<file path="src/rtl/mem_arb_pkg.sv">
// Shared encodings for the unified-memory port arbiter: FSM states and access size codes.
package mem_arb_pkg;

    typedef enum logic [1:0] {
        IDLE  = 2'd0,
        DBUSY = 2'd1,
        IBUSY = 2'd2
    } arb_state_t;

    localparam logic [1:0] SIZE_BYTE = 2'b00;
    localparam logic [1:0] SIZE_HALF = 2'b01;
    localparam logic [1:0] SIZE_WORD = 2'b10;

endpackage

</file>
<file path="src/rtl/mem_port_arbiter.sv">
// Arbitrates the fetch and data requesters onto one single-ported memory; data has priority.
// Optional fetch anti-starvation counter enabled by defining ARB_STARVE_GUARD_EN.
//
// state | meaning
// IDLE  | no access in flight, grant on masked requests
// DBUSY | data access presented to memory, waiting for MemAck
// IBUSY | fetch access presented to memory, waiting for MemAck
import mem_arb_pkg::*;

module mem_port_arbiter #(
    parameter int ADDR_W       = 32,
    parameter int DATA_W       = 32,
    parameter int STARVE_LIMIT = 4
) (
    input  logic              clk,
    input  logic              reset,
    input  logic              IReq,
    input  logic [ADDR_W-1:0] IAddr,
    output logic [DATA_W-1:0] IRData,
    output logic              IDone,
    output logic              IStall,
    input  logic              DReq,
    input  logic [ADDR_W-1:0] DAddr,
    input  logic [DATA_W-1:0] DWData,
    input  logic              DWE,
    input  logic [1:0]        DSize,
    input  logic              DSign,
    output logic [DATA_W-1:0] DRData,
    output logic              DDone,
    output logic              DStall,
    output logic              MemReq,
    output logic [ADDR_W-1:0] MemAddr,
    output logic [DATA_W-1:0] MemWData,
    output logic              MemWE,
    output logic [1:0]        MemSize,
    output logic              MemSign,
    input  logic              MemAck,
    input  logic [DATA_W-1:0] MemRData
);

    arb_state_t state;
    logic       d_req_m;
    logic       i_req_m;
    logic       grant_d;
    logic       grant_i;

    assign IStall = IReq & ~IDone;
    assign DStall = DReq & ~DDone;

    // A requester still holds Req during its own Done cycle, so mask it there.
    assign d_req_m = DReq & ~DDone;
    assign i_req_m = IReq & ~IDone;

`ifdef ARB_STARVE_GUARD_EN
    localparam int CNT_W = $clog2(STARVE_LIMIT + 1);

    logic [CNT_W-1:0] starve_cnt;
    logic             starved;

    assign starved = i_req_m && (starve_cnt >= CNT_W'(STARVE_LIMIT));
    assign grant_d = d_req_m & ~starved;
    assign grant_i = i_req_m & ~grant_d;

    always_ff @(posedge clk or posedge reset) begin
        if (reset) begin
            starve_cnt <= '0;
        end else if (!IReq) begin
            starve_cnt <= '0;
        end else if (state == IDLE && grant_i) begin
            starve_cnt <= '0;
        end else if (state == IDLE && grant_d && i_req_m &&
                     starve_cnt < CNT_W'(STARVE_LIMIT)) begin
            starve_cnt <= starve_cnt + 1'b1;
        end
    end
`else
    localparam int unused_starve_limit = STARVE_LIMIT;

    assign grant_d = d_req_m;
    assign grant_i = i_req_m & ~d_req_m;
`endif

    always_ff @(posedge clk or posedge reset) begin
        if (reset) begin
            state    <= IDLE;
            MemReq   <= 1'b0;
            MemAddr  <= '0;
            MemWData <= '0;
            MemWE    <= 1'b0;
            MemSize  <= 2'b00;
            MemSign  <= 1'b0;
            IRData   <= '0;
            DRData   <= '0;
            IDone    <= 1'b0;
            DDone    <= 1'b0;
        end else begin
            IDone <= 1'b0;
            DDone <= 1'b0;
            case (state)
                IDLE: begin
                    if (grant_d) begin
                        MemReq   <= 1'b1;
                        MemAddr  <= DAddr;
                        MemWData <= DWData;
                        MemWE    <= DWE;
                        MemSize  <= DSize;
                        MemSign  <= DSign;
                        state    <= DBUSY;
                    end else if (grant_i) begin
                        MemReq   <= 1'b1;
                        MemAddr  <= IAddr;
                        MemWData <= '0;
                        MemWE    <= 1'b0;
                        MemSize  <= SIZE_WORD;
                        MemSign  <= 1'b0;
                        state    <= IBUSY;
                    end
                end
                DBUSY: begin
                    if (MemAck) begin
                        DRData <= MemRData;
                        DDone  <= 1'b1;
                        MemReq <= 1'b0;
                        state  <= IDLE;
                    end
                end
                IBUSY: begin
                    if (MemAck) begin
                        IRData <= MemRData;
                        IDone  <= 1'b1;
                        MemReq <= 1'b0;
                        state  <= IDLE;
                    end
                end
                default: begin
                    MemReq <= 1'b0;
                    state  <= IDLE;
                end
            endcase
        end
    end

endmodule

</file>
<file path="config.mk">
export PLATFORM = sky130hd
export DESIGN_NAME = mem_port_arbiter
export DESIGN_NICKNAME = d
export VERILOG_FILES = /design/src/rtl/mem_arb_pkg.sv /design/src/rtl/mem_port_arbiter.sv
export SDC_FILE = /design/constraint.sdc
export NUM_CORES = 1
export LEC_CHECK = 0
export CORE_MARGIN = 2
export CORE_UTILIZATION = 41
export CTS_BUF_LIST = sky130_fd_sc_hd__clkbuf_4 sky130_fd_sc_hd__clkbuf_8 sky130_fd_sc_hd__clkbuf_16
export DETAILED_ROUTE_END_ITERATION = 12
export PLACE_DENSITY_LB_ADDON = 0.25
export SETUP_SLACK_MARGIN = 0.05
export SLEW_MARGIN = 0
export SYNTH_ARGS = -nofsm -noshare
export SYNTH_HDL_FRONTEND = slang
export SYNTH_SLANG_ARGS = --single-unit
export TNS_END_PERCENT = 1
</file>
<file path="constraint.sdc">
create_clock -name clk -period 5.3 [get_ports clk]
set_input_delay 1.06 -clock clk [delete_from_list [all_inputs] [get_ports clk]]
set_output_delay 1.06 -clock clk [all_outputs]
set_load 0.02 [all_outputs]
</file>
# Yosys cells after proc, flatten, opt, wreduce, memory -nomap -nowiden
# Cells that the tools add are included.
# W data, S select, Z words.
# op_classes
n_mux	19
reduce_logical	7
bitwise	6
n_eq_ne	4
# ops
cell	n
$mux W32	4
$mux W1	9
$mux W2	4
$reduce_and A2 Y1	4
$pmux W2 S2	1
$and A1 B1 Y1	3
$ne A3 B3 Y1 const B	1
$not A1 Y1	3
$eq A2 B1 Y1 const B	1
$eq A2 B2 Y1 const B	1
$logic_not A2 Y1	1
$ne A2 B1 Y1 const B	1
$pmux W1 S2	1
$reduce_bool A2 Y1	1
$reduce_or A2 Y1	1
# word_totals
register_bits	137
wordCells	47
in_bits	137
out_inout_bits	137

# Longest topological paths before layout
# Gate-level depths: netlist of the first run.
# depth
word_depth	7
mapped_depth	7

# Least setup slack after synthesis of the first run
# No wires, ideal clock.
# synth_timing
kind	in2out
startpoint	input DReq
endpoint	output DStall
arrival_time_ns	1.354
cell_stages	3
required_ns	4.240
path_slack_ns	2.886
cell_sequence	nand2b_4 > buf_6 > inv_2
# synth_between
elab_chain_len	1
# synth_lines
item	line	source
start, declared	mem_port_arbiter.sv:22	input logic DReq,
$and A1 B1 Y1	mem_port_arbiter.sv:48	assign DStall = DReq & ~DDone;
end, declared	mem_port_arbiter.sv:30	output logic DStall,
# No other way between the ends.

# Worst setup path after layout of the first run
# Same ends and word-level chain as after synthesis.

==> results of run 1 <==
## area by class of cell
| cell class | count | share of cell area (%) |
|---|---|---|
| inverters | 9 | 0.428 |
| multi-input cells | 181 | 22.0 |
| repair buffers | 278 | 30.6 |
| flip-flops and latches | 137 | 37.9 |
| well taps | 176 | 2.43 |
| clock inverters | 13 | 1.67 |
| clock buffers | 19 | 5.00 |
## stage by stage
| stage | worst slack, ns | cells | hold WS (ns) |
|---|---|---|---|
| 2_1_floorplan | 0.572 | 348 | 0.503 |
| 3_3_place_gp | 1.46 | 781 | 0.479 |
| 3_5_place_dp | 1.41 | 781 | 0.488 |
| 4_1_cts | 1.44 | 813 | 0.500 |
| 5_1_grt | 1.36 | 813 | 0.507 |
| 6_report | 1.44 | 813 | 0.498 |
## cell families after synthesis
family	count (synthesis)	synth area share [%]
simple gates	7	0.825
flops	137	61.1
compound gates	43	6.58
fa+ha+maj	3	0.669
buf+inv	30	3.37
mux	128	27.5
## critical path, stage by stage
cell	delay, ns
clkdlybuf4s50_1	0.51
nand2b_4	0.36
inv_2	0.22
clkdlybuf4s50_1	0.62
## state kept, by name (all words and copies together) (netlist names)
register	cells
DRData	32
MemWE	1
IDone	1
MemWData	32
MemAddr	32
MemReq	1
MemSign	1
IRData	32
MemSize	2
state	2
DDone	1
## final timing paths
kind	startpoint	end	slack, ns	cells past startpoint
max	DReq	DStall	1.44	4
min	MemReq$_DFFE_PP0P_	MemReq$_DFFE_PP0P_	0.50	1
max reg2reg	DDone$_DFF_PP0_	MemSize[1]$_DFFE_PP0P_	2.55	5
min reg2reg	MemReq$_DFFE_PP0P_	MemReq$_DFFE_PP0P_	0.50	1
max in group asynchronous	reset	MemWData[12]$_DFFE_PP0P_	3.06	3
min in group asynchronous	reset	MemWData[31]$_DFFE_PP0P_	1.22	2
## report_power, final
part / switching (W) / leakage, nW / internal, W
clock: 0.000431 / 0.294 / 0.000759
combinational: 0.00133 / 1.97 / 0.00151
sequential: 0.000273 / 1.66 / 0.00157
total: 0.00204 / 3.93 / 0.00385
## cell usage after synthesis
| cell | count | area share (%) |
|---|---|---|
| inv_1 | 8 | 0.54 |
| buf_6 | 6 | 1.2 |
| buf_2 | 10 | 0.89 |
| a22o_1 | 36 | 5.6 |
| inv_2 | 1 | 0.067 |
| nand2b_1 | 1 | 0.11 |
| mux2_2 | 101 | 20 |
| ha_1 | 3 | 0.67 |
| a21oi_1 | 2 | 0.18 |
| nand2b_4 | 1 | 0.25 |
| a22oi_1 | 1 | 0.13 |
| o22ai_1 | 1 | 0.11 |
| mux2_4 | 27 | 7.2 |
| and2_1 | 1 | 0.11 |
| nor2b_1 | 2 | 0.22 |
| o21ai_4 | 1 | 0.29 |
| buf_4 | 5 | 0.67 |
| dfrtp_1 | 137 | 61 |
| o22a_1 | 1 | 0.16 |
| o21ai_0 | 1 | 0.089 |
| nand2_1 | 2 | 0.13 |
## per-layer routing
layer / up-vias / track usage (%)
met5: - / 0
met4: 0 / 8.79
met3: 26 / 9.35
met2: 188 / 34.3
met1: 1971 / 21.3
li1: 1812 / -
==> qor.csv, run 1 <==
stage;metric;value;unit
placed_design;Port Buf Inserts;273;
timing;Final setup viols;0;
logic_synthesis;Netlist cell types;21;
placed_design;DPL Wire Length;10800;um
logic_synthesis;Synthesized Nets;488;
setup_path;Worst EP required;4.24;ns
pwr;Cell Pwr Density;649;mW/mm^2
placed_design;gp weighted congestion;0.735;
layout;FF/Latch Area;0.00343;mm^2
timing;Worst Tran Pin Value;1.36;ns
detailed_routing;detailed-route wire length per cell;18.2;um
layout;commonest non-fill, non-tap cell in the layout;clkdlybuf4s50_1;
clock_tree;CTS Hold Buffers Added;0;
layout;layout cell share with drive strength beyond 1;26.5;%
layout;fillcell total;961;
timing;clk_skew;0.00631;ns
detailed_routing;met1 wire length;5420;um
timing;Slew Viols, Final;0;
setup_path;Crit Path Max Fanout;36;
detailed_routing;uppermost layer routed;met4;
setup_path;Critical Path Start Type;input port;
detailed_routing;WL met2;7340;um
run;Max-Cap Viols;0;
grt;first-pass GRT wire length;22300;um
timing;final hold vios;0;
grt;vias in the first global route;4241;
grt;All-Layer GR Usage;20.2;%
floorplanning;Die Height;121;um
logic_synthesis;Mean Syn Cell Area;16.1;um^2
detailed_routing;via count;3997;
detailed_routing;via density per instance;4.92;
logic_synthesis;Mapped Cells;348;
pwr;total power;0.00588;W
clock_tree;Sink Count;137;
logic_synthesis;sequential fraction of the synthesis area;61.1;%
timing;f_max;259;MHz
layout;most frequent cells in the layout;273 x clkdlybuf4s50_1, 137 x dfrtp_1, 101 x mux2_2;
setup_path;critical path class;in2out;
detailed_routing;Post-DRT Antenna Nets;0;
layout;Finished Cell Area;0.00906;mm^2
floorplanning;area of the core;0.0133;mm^2
timing;Final Cycle Share;72.9;%
detailed_routing;final wirelength;14800;um
timing;Slew HR;9.22;%
clock_tree;Clock Pin Slew Worst Setup and Hold Paths;0.06;ns
placed_design;placed instance area;0.00845;mm^2
clock_tree;CTS root buf;clkbuf_16;
logic_synthesis;number of synthesized register bits;137;
floorplanning;Starting Density;42.2;%
floorplanning;I/O pin total;274;
clock_tree;Clk Latency, worst-skew pair;0.41;ns
setup_path;WP data arrival;2.80;ns
clock_tree;CTS Buf Count;17;
detailed_routing;residual DRC count;0;
logic_synthesis;Mapped Area;0.00561;mm^2
clock_tree;CTS resizes;0;
floorplanning;Die ar.;0.0146;mm^2
clock_tree;CTS tree;yes;
floorplanning;Die W;121;um
outcome;outcome;complete, no violations;
detailed_routing;Initial DRC Count;139;
detailed_routing;total iterations of the first detailed-routing run;4;
layout;synth-to-layout area growth;61.4;%
clock_tree;H-tree levels;4;
clock_tree;Post-CTS Setup Bufs;0;
layout;multi-input logic area;0.00200;mm^2
floorplanning;row count;42;
pwr;Max VDD drop;0.000366;V
grt;gr ovfl total;0;
layout;diode count;0;
timing;RSZ-0062 raised after global routing;no;
layout;Layout Utilization;68.1;%
logic_synthesis;Synth warnings;0;
setup_path;Worst Setup End Kind;output pin;
pwr;Static Leak;3.93;nW
timing;TNS Setup;0;ns
detailed_routing;length of routed met3 wiring;1700;um
timing;minimum clock period;3.86;ns
clock_tree;Clock Path Buffers;2;
grt;largest net degree at the start of global routing;104;
min_path;Worst Hold Class;reg2reg;
layout;Nets;764;
grt;initial antenna violation count;0;
Power figures use the tool's default switching activity.
==> run 2: changes to the inputs <==
==> constraint.sdc (replaced) <==
create_clock -name clk -period 4.04 [get_ports clk]
set_input_delay 0.808 -clock clk [delete_from_list [all_inputs] [get_ports clk]]
set_output_delay 0.808 -clock clk [all_outputs]
set_load 0.02 [all_outputs]
==> run 2 against run 1 <==
  * First-iteration DRC count grew 37%
  * Final cell count decreased by 0.25%
  * Sequential share of layout area is 0.27 points higher
  * Worst setup slack worse by 0.39 ns
  * Routed wire length is 1.4% lower
  * Global-route usage rose by 0.22 points
  * Die area unchanged
  * Cell area decreased by 0.70%
  * Highest routed layer unchanged
==> qor.csv, run 2 (same netlist as run 1, synthesis figures left out) <==
stage;metric;value;unit
floorplanning;Die ar.;0.0146;mm^2
setup_path;Worst EP required;3.23;ns
setup_path;crit path to;IStall;
pwr;Static Leak;3.90;nW
timing;Slew Viols, Final;0;
floorplanning;I/O pin total;274;
setup_path;reg2reg setup slack;2.12;ns
setup_path;r2r worst-path depth;5;
min_path;Worst Hold Depth;1;
clock_tree;CTS Buf Count;17;
pwr;Max VDD drop;0.000474;V
layout;Finished Layout Cells;811;
pwr;Comb power frac;49.8;%
clock_tree;Clock Pin Slew Worst Setup and Hold Paths;0.05;ns
setup_path;Crit Path Max Fanout;3;
setup_path;Reg-to-Reg End;MemWData[19]$_DFFE_PP0P_;
timing;post-route setup slack;1.05;ns
placed_design;placed insts;783;
timing;Final setup viols;0;
layout;commonest non-fill, non-tap cell in the layout;clkdlybuf4s50_1;
clock_tree;Sink Count;137;
setup_path;Critical Path Start Type;input port;
grt;first-pass GRT wire length;22500;um
placed_design;Port Buf Inserts;273;
placed_design;DPL Wire Length;10600;um
timing;Slew HR;36.9;%
min_path;Worst Hold Class;reg2reg;
timing;minimum clock period;2.99;ns
setup_path;r2r startpoint;state[0]$_DFFE_PP0P_;
clock_tree;CTS resizes;0;
detailed_routing;via density per instance;4.95;
pwr;Cell Pwr Density;834;mW/mm^2
pwr;clock share of power;18.0;%
setup_path;WP data arrival;2.18;ns
timing;RSZ-0062 raised after global routing;no;
placed_design;DP Worst Slack;1.05;ns
detailed_routing;via count;4014;
grt;All-Layer GR Usage;20.4;%
timing;TNS Setup;0;ns
setup_path;crit path from;IReq;
layout;most frequent cells in the layout;273 x clkdlybuf4s50_1, 137 x dfrtp_1, 101 x mux2_2;
grt;gr ovfl total;0;
outcome;outcome;complete, no violations;
timing;f_max;335;MHz
clock_tree;CTS root buf;clkbuf_16;
floorplanning;Starting Density;42.2;%
detailed_routing;detailed-route wire length per cell;18.0;um
clock_tree;CTS tree;yes;
detailed_routing;final wirelength;14600;um
timing;clk_skew;0.00480;ns
floorplanning;row count;42;
timing;Final Cycle Share;74.0;%
grt;vias in the first global route;4298;
placed_design;gp weighted congestion;0.813;
layout;Layout Utilization;67.6;%
grt;initial antenna violation count;1;
layout;synth-to-layout area growth;60.2;%
timing;Worst Tran Pin Value;0.947;ns
timing;Hold WS;0.492;ns
pwr;Pint;0.00489;W
pwr;switching fraction of total power;34.8;%
floorplanning;area of the core;0.0133;mm^2
floorplanning;Die W;121;um
grt;largest net degree at the start of global routing;78;
detailed_routing;Post-DRT Antenna Nets;0;
clock_tree;Clock Path Buffers;2;
clock_tree;H-tree levels;4;
layout;layout cell share with drive strength beyond 1;26.2;%
pwr;Psw;0.00261;W
layout;Nets;766;
setup_path;Worst Setup End Kind;output pin;
pwr;Flop pwr share;32.3;%
timing;final hold vios;0;
run;Max-Cap Viols;0;
clock_tree;Clk Latency, worst-skew pair;0.41;ns
detailed_routing;Initial DRC Count;190;
detailed_routing;residual DRC count;0;
setup_path;critical path class;in2out;
clock_tree;CTS Hold Buffers Added;0;
detailed_routing;total iterations of the first detailed-routing run;4;
clock_tree;Post-CTS Setup Bufs;0;
floorplanning;Die Height;121;um
[run 2: cell count changes in the layout (fill, tap and decap cells not counted)]
cell,previous run,this run
clkbuf_8,2,3
buf_12,0,1
diode_2,0,1
clkinv_2,6,3
buf_4,5,6
bufinv_16,3,0
clkinv_4,1,0
inv_6,1,0
clkbuf_4,0,3
clkinvlp_4,3,2
[run 2: stage by stage]
step | cell area [um^2] | power [W]
final | 8990 | 0.00750
after floorplan | 5620 | 0.00440
after detailed placement | 8480 | 0.00619
after global routing | 8990 | 0.00788
after CTS | 8990 | 0.00758
after global placement | 8480 | 0.00610
[run 2: power groups by stage]
stage	Combinational, W	Clock, W	Sequential [W]
6_report	0.00373	0.00135	0.00242
5_1_grt	0.00393	0.00145	0.00250
4_1_cts	0.00378	0.00138	0.00242
3_5_place_dp	0.00376	0	0.00244
3_3_place_gp	0.00371	0	0.00239
2_1_floorplan	0.00115	0	0.00325
[run 2: worst min-delay path by stage]
stage                               end                      from
2_1_floorplan      state[0]$_DFFE_PP0P_      state[0]$_DFFE_PP0P_
3_3_place_gp         MemReq$_DFFE_PP0P_        MemReq$_DFFE_PP0P_
3_5_place_dp   MemWData[24]$_DFFE_PP0P_  MemWData[24]$_DFFE_PP0P_
4_1_cts           IRData[9]$_DFFE_PP0P_     IRData[9]$_DFFE_PP0P_
5_1_grt          MemAddr[8]$_DFFE_PP0P_    MemAddr[8]$_DFFE_PP0P_
6_report             MemReq$_DFFE_PP0P_        MemReq$_DFFE_PP0P_
[run 2: critical path, stage by stage]
cell and delay [ns]:
clkdlybuf4s50_1 0.46, nand2b_1 0.08, inv_1 0.16, clkdlybuf4s50_1 0.67
[run 2: cell type report]
class	count	area, um^2
inverter	9	37.5
antenna	1	2.50
sequential	137	3430
multi-input combinational	181	2000
tap	176	220
timing repair buffer	280	2800
fill	960	4300
clock buffer	23	489
clock inverter	4	22.5
[run 2: routing by layer]
| layer | GRT usage, % | share of wire, % |
|---|---|---|
| met5 | 0 | 0 |
| met4 | 10.3 | 3.1 |
| met3 | 9.59 | 12 |
| met2 | 33.3 | 49 |
| met1 | 22.1 | 35 |
